===== config.mk =====
export PLATFORM = sky130hd
export DESIGN_NAME = hazard_ctrl
export DESIGN_NICKNAME = d
export VERILOG_FILES = /design/src/rtl/hazard_ctrl.sv
export SDC_FILE = /design/constraint.sdc
export NUM_CORES = 1
export LEC_CHECK = 0
export ABC_AREA = 1
export CORE_UTILIZATION = 47
export DETAILED_ROUTE_END_ITERATION = 12
export PLACE_DENSITY_LB_ADDON = 0.1
export SETUP_SLACK_MARGIN = 0.02
export SLEW_MARGIN = 0
export SYNTH_ARGS = -nofsm -noshare
export SYNTH_HDL_FRONTEND = slang
export SYNTH_SLANG_ARGS = --single-unit

===== constraint.sdc =====
create_clock -name clock -period 8.7 [get_ports clock]
set_input_delay 2.175 -clock clock [delete_from_list [all_inputs] [get_ports clock]]
set_output_delay 2.175 -clock clock [all_outputs]
set_load 0.02 [all_outputs]

===== src/rtl/hazard_ctrl.sv =====
// Decode-stage hazard controller: scoreboards in-flight register writes, raises
// pipe_stop on RAW/WAW/occupancy hazards and sequences inst_clear after redirects.
module hazard_ctrl #(
  parameter int unsigned DEPTH        = 3,
  parameter int unsigned FLUSH_CYCLES = 2,
  parameter int unsigned PERF_W       = 32
) (
  input  logic              clock,
  input  logic              reset,
  input  logic              id_valid,
  input  logic [4:0]        id_rs1,
  input  logic [4:0]        id_rs2,
  input  logic              id_rs1_used,
  input  logic              id_rs2_used,
  input  logic [4:0]        id_rd,
  input  logic              id_rd_wen,
  input  logic              id_fire,
  input  logic              wb_wen,
  input  logic [4:0]        wb_rd,
  input  logic              redirect_valid,
  output logic              pipe_stop,
  output logic              inst_clear,
  output logic [31:0]       busy_mask,
  output logic [PERF_W-1:0] stall_count,
  output logic [PERF_W-1:0] flush_count
);

  localparam int unsigned NREG   = 32;
  localparam int unsigned PEND_W = $clog2(DEPTH + 1);
  localparam int unsigned CNT_W  = 4;

  typedef enum logic [1:0] {
    ST_IDLE  = 2'd0,
    ST_STALL = 2'd1,
    ST_FLUSH = 2'd2
  } state_t;

  state_t              state_q, state_d;
  logic [CNT_W-1:0]    cnt_q, cnt_d;
  logic [PEND_W-1:0]   pend_q [NREG];
  logic [PEND_W-1:0]   pend_d [NREG];
  logic [PEND_W-1:0]   inflight_q, inflight_d;
  logic [NREG-1:0]     busy_q;
  logic                inst_clear_q;
  logic [PERF_W-1:0]   stall_q, flush_q;

  logic inc_any, dec_any;
  logic raw, waw, full, hazard;

  assign inc_any = id_fire & id_rd_wen & (id_rd != 5'd0);
  assign dec_any = wb_wen & (wb_rd != 5'd0);

  // Per-register pending-write counters; a same-register issue and retire cancel out.
  always_comb begin
    for (int unsigned r = 0; r < NREG; r++) begin
      pend_d[r] = pend_q[r];
    end
    for (int unsigned r = 1; r < NREG; r++) begin
      if (inc_any && (id_rd == 5'(r)) && !(dec_any && (wb_rd == 5'(r)))) begin
        if (pend_q[r] != PEND_W'(DEPTH)) begin
          pend_d[r] = pend_q[r] + PEND_W'(1);
        end
      end else if (dec_any && (wb_rd == 5'(r)) && !(inc_any && (id_rd == 5'(r)))) begin
        if (pend_q[r] != '0) begin
          pend_d[r] = pend_q[r] - PEND_W'(1);
        end
      end
    end
  end

  // Occupancy between ID issue and WB retire.
  always_comb begin
    inflight_d = inflight_q;
    if (id_fire && !wb_wen) begin
      inflight_d = inflight_q + PEND_W'(1);
    end else if (wb_wen && !id_fire && (inflight_q != '0)) begin
      inflight_d = inflight_q - PEND_W'(1);
    end
  end

  // Hazard detection is purely on registered scoreboard state: no WB bypass.
  assign raw = id_valid &
               ((id_rs1_used & (id_rs1 != 5'd0) & (pend_q[id_rs1] != '0)) |
                (id_rs2_used & (id_rs2 != 5'd0) & (pend_q[id_rs2] != '0)));
  assign waw    = id_valid & id_rd_wen & (id_rd != 5'd0) & (pend_q[id_rd] == PEND_W'(DEPTH));
  assign full   = id_valid & (inflight_q == PEND_W'(DEPTH));
  assign hazard = raw | waw | full;

  // A redirect (or an active flush) overrides any stall.
  assign pipe_stop = hazard & (state_q != ST_FLUSH) & ~redirect_valid;

  // Next-state logic.
  always_comb begin
    state_d = state_q;
    cnt_d   = cnt_q;
    case (state_q)
      ST_IDLE: begin
        if (redirect_valid) begin
          state_d = ST_FLUSH;
          cnt_d   = CNT_W'(FLUSH_CYCLES);
        end else if (hazard) begin
          state_d = ST_STALL;
        end
      end
      ST_STALL: begin
        if (redirect_valid) begin
          state_d = ST_FLUSH;
          cnt_d   = CNT_W'(FLUSH_CYCLES);
        end else if (!hazard) begin
          state_d = ST_IDLE;
        end
      end
      ST_FLUSH: begin
        if (redirect_valid) begin
          cnt_d = CNT_W'(FLUSH_CYCLES);
        end else if (cnt_q == CNT_W'(1)) begin
          state_d = ST_IDLE;
          cnt_d   = '0;
        end else begin
          cnt_d = cnt_q - CNT_W'(1);
        end
      end
      default: begin
        state_d = ST_IDLE;
        cnt_d   = '0;
      end
    endcase
  end

  always_ff @(posedge clock) begin
    if (!reset) begin
      state_q      <= ST_IDLE;
      cnt_q        <= '0;
      inflight_q   <= '0;
      busy_q       <= '0;
      inst_clear_q <= 1'b0;
      stall_q      <= '0;
      flush_q      <= '0;
      for (int unsigned r = 0; r < NREG; r++) begin
        pend_q[r] <= '0;
      end
    end else begin
      state_q      <= state_d;
      cnt_q        <= cnt_d;
      inflight_q   <= inflight_d;
      inst_clear_q <= (state_d == ST_FLUSH);
      stall_q      <= stall_q + PERF_W'(pipe_stop);
      flush_q      <= flush_q + PERF_W'(redirect_valid);
      for (int unsigned r = 0; r < NREG; r++) begin
        pend_q[r] <= pend_d[r];
        busy_q[r] <= (pend_d[r] != '0);
      end
    end
  end

  assign inst_clear  = inst_clear_q;
  assign busy_mask   = busy_q;
  assign stall_count = stall_q;
  assign flush_count = flush_q;

  // Issuing into a stalled decode stage is an IDU protocol violation.
  assert property (@(posedge clock) disable iff (!reset) !(id_fire && pipe_stop));

endmodule


Word-level counts from Yosys, hierarchy flattened
Memories as Yosys holds them, arrays and structs flattened.
Index checks and enable logic that the tools add are counted.
{"block": "word_totals", "out_inout_bits": 98, "word_cells": 661, "memories": 1, "input_bits": 29, "ram_bits": 64, "regBits": 105}
{"memory": "pend_q", "words": 32, "width": 2, "rd": 35, "rd_ports_with_merged_regs": 0, "wr": 32, "line": "40", "source": "logic [PEND_W-1:0] pend_q [NREG];"}
{"block": "classes", "reduce_logical": 264, "addsub": 67, "bitwise": 50, "n_eq_ne": 101, "n_mux": 171}
{"cell": "$mux 2", "n": 164}
{"cell": "$eq 5x5->1 const B", "n": 32}
{"cell": "$reduce_bool 2->1", "n": 67}
{"cell": "$logic_and 1x1->1", "n": 127}
{"cell": "$eq 5x4->1 const B", "n": 16}
{"cell": "$add 2x1->2 const B", "n": 32}
{"cell": "$add 32x1->32", "n": 2}
{"cell": "$logic_not 1->1", "n": 64}
{"cell": "$ne 2x2->1 const B", "n": 32}
{"cell": "$sub 2x1->2 const B", "n": 32}
{"cell": "$eq 5x3->1 const B", "n": 8}
{"cell": "$or 1x1->1", "n": 35}
{"cell": "$eq 5x2->1 const B", "n": 4}
{"cell": "$reduce_bool 5->1", "n": 4}
{"cell": "$and 1x1->1", "n": 14}
{"cell": "$mux 4", "n": 3}
{"cell": "$eq 5x1->1 const B", "n": 2}
{"cell": "$eq 2x2->1 const B", "n": 4}
{"cell": "$pmux 4 s2", "n": 1}
{"cell": "$pmux 2 s3", "n": 1}
{"cell": "$eq 4x1->1 const B", "n": 1}
{"cell": "$sub 4x1->4 const B", "n": 1}
{"cell": "$eq 2x1->1 const B", "n": 1}
{"cell": "$logic_not 2->1", "n": 1}
{"cell": "4 further kinds", "n": 5}

Depth between registers and ports, before layout
Gate-level depths: netlist (run 1).
{"block": "depth", "depth_word": 11, "mapped_depth": 31}

Least setup slack after synthesis (run 1)
Ideal clock, no wire load.
{"block": "synth_path", "kind": "input-to-output", "from": "input id_rd[0]", "to": "output pipe_stop", "path_stages": 17, "n_path_buf": 2, "slack_ns": 2.964, "t_arrival_ns": 3.561, "cell_sequence": "buf_6 > inv_1 > buf_2 > nand2_1 > nand2_1 > nand2_1 > nand2_1 > nand2_1 > nand2_1 > inv_1 > nand2_1 > nand2_1 > nand2_1 > nand3_1 > nand2_1 > o21bai_1 > nor2_1"}
{"block": "synth_between", "elab_chain_len": 7, "word_cells_on_any_way": 9, "classes_between": "eq/ne (1); bitwise (6); reduce/logical (1); memory (1)"}
{"item": "start, declared", "line": "15", "source": "input logic [4:0] id_rd,"}
{"item": "$mem_v2 32x2 / $reduce_bool 5->1 (equally long branches)"}
{"item": "$eq 2x2->1 / $and 1x1->1 (equally long branches)", "line": "85", "source": "assign waw = id_valid & id_rd_wen & (id_rd != 5'd0) & (pend_q[id_rd] == PEND_W'(DEPTH));"}
{"item": "$and 1x1->1 (*)", "line": "85"}
{"item": "$or 1x1->1 (*) (2 in a row)", "line": "87", "source": "assign hazard = raw | waw | full;"}
{"item": "$and 1x1->1 (*) (2 in a row)", "line": "90", "source": "assign pipe_stop = hazard & (state_q != ST_FLUSH) & ~redirect_valid;"}
{"item": "end, declared", "line": "21", "source": "output logic pipe_stop,"}
Mark *: on every way between the ends. The rest lies on a longest branch, timed or not.

Final worst setup path (run 1)
Same ends and word-level chain as after synthesis.

==> run_results.csv, run 1 <==
group,metric,value,unit
status,status,"completed",
cells_and_area,fin_nets,1714,
setup_path,r2r-end,"stall_count[30]$_SDFF_PN0_",
synth,synthTopCellsByCount,"nand2_1, nor2_1, inv_1, dfxtp_1, a21oi_1",
route,drc,0,
synth,ys.flop_type,"dfxtp_1",
sta,finClkSkew,0.0112,ns
clock_network,cts_inserted_buffers,17,
setup_path,crit_type,"in2out",
setup_path,rrSetupSlack,4.92,ns
global_routing,grt_max_degree,72,
min_path,hp-class,"reg2reg",
synth,synth_seq_area_share,34.0,%
global_routing,grt.total_usage,27.9,%
route,first_iter_violations,691,
route,ant_nets,0,
setup_path,crit_path_max_incr_delay,0.65,ns
setup_path,reg2reg_from,"pend_q[12][1]$_SDFF_PN0_",
sta,min_period,7.46,ns
placed_design,io_buffer_count,125,
cells_and_area,drive_gt1_share,5.14,%
floorplanning,io_pins,127,
clock_network,cts.path.max_buffers,2,
cells_and_area,finalNonFillerCells,1962,
pwr,p_per_area,144,nW/um^2
synth,syn-num-nets,1603,
route,routed_wl,29.4,mm
setup_path,cp_num_buf_inv,3,
route,firstDrtPassIters,6,
synth,syn-cell-area,9780,sq um
global_routing,grt_overflow,0,
sta,hold_violations,0,
clock_network,path_clk_slew,0.07,ns
min_path,holdPathEnd,"flush_count[31]$_SDFF_PN0_",
synth,synth_edf_count,0,
floorplanning,fp.dieH,146,microns
sta,tightest_slew,0.784,ns
floorplanning,row_count,52,
pwr,power.leakage,4.76,nW
cells_and_area,design_area,11800,sq um
setup_path,reg2reg_depth,24,
placed_design,place_area,11200,sq um
sta,max_clock_freq,0.134,GHz
setup_path,critPathSlowestCell,"clkdlybuf4s50_1",
setup_path,cp_max_fo,24,
sta,period_share,85.8,%
clock_network,cts.sinks,166,
route,num_vias,10400,
min_path,holdCritStartpoint,"flush_count[31]$_SDFF_PN0_",
floorplanning,fp.dieW,146,microns
clock_network,hold_buffers,0,
pwr,vdd_drop_max,0.127,mV
setup_path,end_kind,"primary output",
global_routing,grt_pass1_wl,47.6,mm
sta,tns,0,ns
floorplanning,die-area,21400,sq um
clock_network,post_cts.repair.setup_buffers,0,
placed_design,placedCellCount,1930,
floorplanning,core_area,20300,sq um
setup_path,crit_top_cell,"nand2_1",
synth,yosysWarnings,0,
synth,synthDistinctLibCells,48,
floorplanning,start_util,48.2,%
synth,synth_top_area_share,34.0,%
synth,synth.most_common_cell,"nand2_1",
setup_path,path_cells,"clkdlybuf4s50_1 -> inv_1 -> nand2_1 -> nor2_1 -> nand2_1 -> nand3_1 -> nor2_1 -> nand2_1 -> nand2_1 -> nand2_1 -> nand3_1 -> nand2_1 -> o21bai_1 -> nor2_1 -> clkdlybuf4s50_1",
synth,ys_top_cells_by_area,"dfxtp_1, nand2_1, nor2_1",
setup_path,arrival,5.29,ns
pwr,total_power,0.00170,W
synth,synthArstFlopShare,0,%
route,viasPerCell,5.30,
placed_design,place.gp.congestion,0.951,
cells_and_area,n_antenna_cell,0,
synth,synth_seq_cells,166,
global_routing,first_global_vias,9376,
sta,slew_viol_final,0,
setup_path,critPathRequiredTime,6.53,ns
clock_network,h-tree-depth,4,
min_path,whs_path_depth,2,
synth,yosys.area.top_type,"dfxtp_1",
clock_network,cts_tree,"yes",
clock_network,insertion_delay,0.43,ns
setup_path,worst_setup_path_start_kind,"primary input",
synth,syn-instance-count,1568,
flow_run,cap_viol_max_count,0,
route,routedWlPerCell,15.0,microns
synth,syn_avg_cell_area,6.23,sq um
cells_and_area,syn2layout_area_growth,20.9,%
sta,setup_viol,0,
placed_design,dp_hpwl,22.1,mm
cells_and_area,fin_util,58.2,%
sta,rsz0062_at_grt,"false",
setup_path,crit_family,"buffers and inverters",
global_routing,antenna_found_initial,0,
clock_network,postCtsResizedCells,0,
sta,slew-limit-headroom,47.6,%
clock_network,root_buffer,"clkbuf_16",
-- state kept, by name, indices dropped and copies added, names as in the netlist --
signal and count:
state_q 2, busy_mask 31, inflight_q 2, cnt_q 4, inst_clear 1, flush_count 32, pend_q 62, stall_count 32
-- kinds of logic (layout without fill, tap and decap cells) --
| kind of cell | after synthesis | in the layout | share of synthesized area (%) |
|---|---|---|---|
| AOI/OAI and AO/OA | 281 | 281 | 17.0 |
| xor gates and xnor gates | 13 | 13 | 1.16 |
| adders and majority gates | 6 | 6 | 0.768 |
| buffers and inverters | 277 | 401 | 11.2 |
| DFF | 166 | 166 | 34.0 |
| other | 1 | 1 | 0.0384 |
| and+or+nand+nor | 824 | 824 | 35.8 |
-- per-layer routing --
layer	global-route usage, %	up-vias	part of all wire (%)
met5	0	-	0
met2	44.9	363	45
li1	-	5258	-
met1	36.8	4708	45
met4	12.8	0	3.7
met3	4.19	61	6.0
-- where the power goes --
part	internal, W	leakage [nW]	switching [W]
sequential	0.000765	1.34	0.00000405
combinational	0.0000390	3.12	0.0000903
clock	0.000449	0.303	0.000352
total	0.00125	4.76	0.000446
-- stage by stage --
| step | hold WS [ns] | setup slack, ns |
|---|---|---|
| after floorplan | 0.456 | 2.96 |
| after global placement | 0.453 | 1.32 |
| after detailed placement | 0.457 | 1.27 |
| after CTS | 0.468 | 1.26 |
| after global routing | 0.510 | 0.908 |
| final | 0.467 | 1.24 |
-- layout by cell type, fill, tap and decap left out, types with 7 or more instances in the layout --
cell,Yosys,routed
xor2_1,7,7
inv_2,7,7
dfxtp_1,166,166
nand2_1,395,395
nor3_1,40,40
inv_1,232,231
o21a_1,11,11
a211oi_1,34,34
o211ai_1,24,24
o21ai_0,68,68
nor2_1,240,240
nor2_4,8,8
nor2_2,7,7
nand4_1,12,12
clkbuf_16,0,17
nand3_1,90,90
o21ai_2,9,9
clkdlybuf4s50_1,0,124
o21ai_1,11,11
a21oi_1,105,105
-- tightest hold or removal path, delay by kind of cell (launching register included) --
family                 cells  cell delay, ns
buffers and inverters      1            0.05
flip-flops                 1            0.32
AO/OA/AOI/OAI              1            0.05
-- final cells by class --
class / count / area [sq um]
tap: 270 / 338
clock inverter: 13 / 163
multi-input combinational: 1125 / 5360
clock buffer: 19 / 453
inverter: 240 / 908
fill: 2094 / 8480
sequential: 166 / 3320
timing repair buffer: 129 / 1280
-- worst max-delay path by stage --
stage | start | endpoint | cells after the start
6_report | id_rd[0] | pipe_stop | 15
5_1_grt | id_rd[0] | pipe_stop | 15
4_1_cts | id_rd[0] | pipe_stop | 15
3_5_place_dp | id_rd[0] | pipe_stop | 15
3_3_place_gp | id_rd[0] | pipe_stop | 15
2_1_floorplan | id_rd[0] | pipe_stop | 17
(Power assumes the default switching activity.)
==> inputs of run 2 (changes only) <==
--- a/config.mk
+++ b/config.mk
@@ -7,6 +7,7 @@
 export LEC_CHECK = 0
 export ABC_AREA = 1
 export CORE_UTILIZATION = 47
+export CTS_CLUSTER_SIZE = 24
 export DETAILED_ROUTE_END_ITERATION = 12
 export PLACE_DENSITY_LB_ADDON = 0.1
 export SETUP_SLACK_MARGIN = 0.02
==> results of run 2 <==
Same layout as run 1: the final DEF is identical, and so are final timing and power.
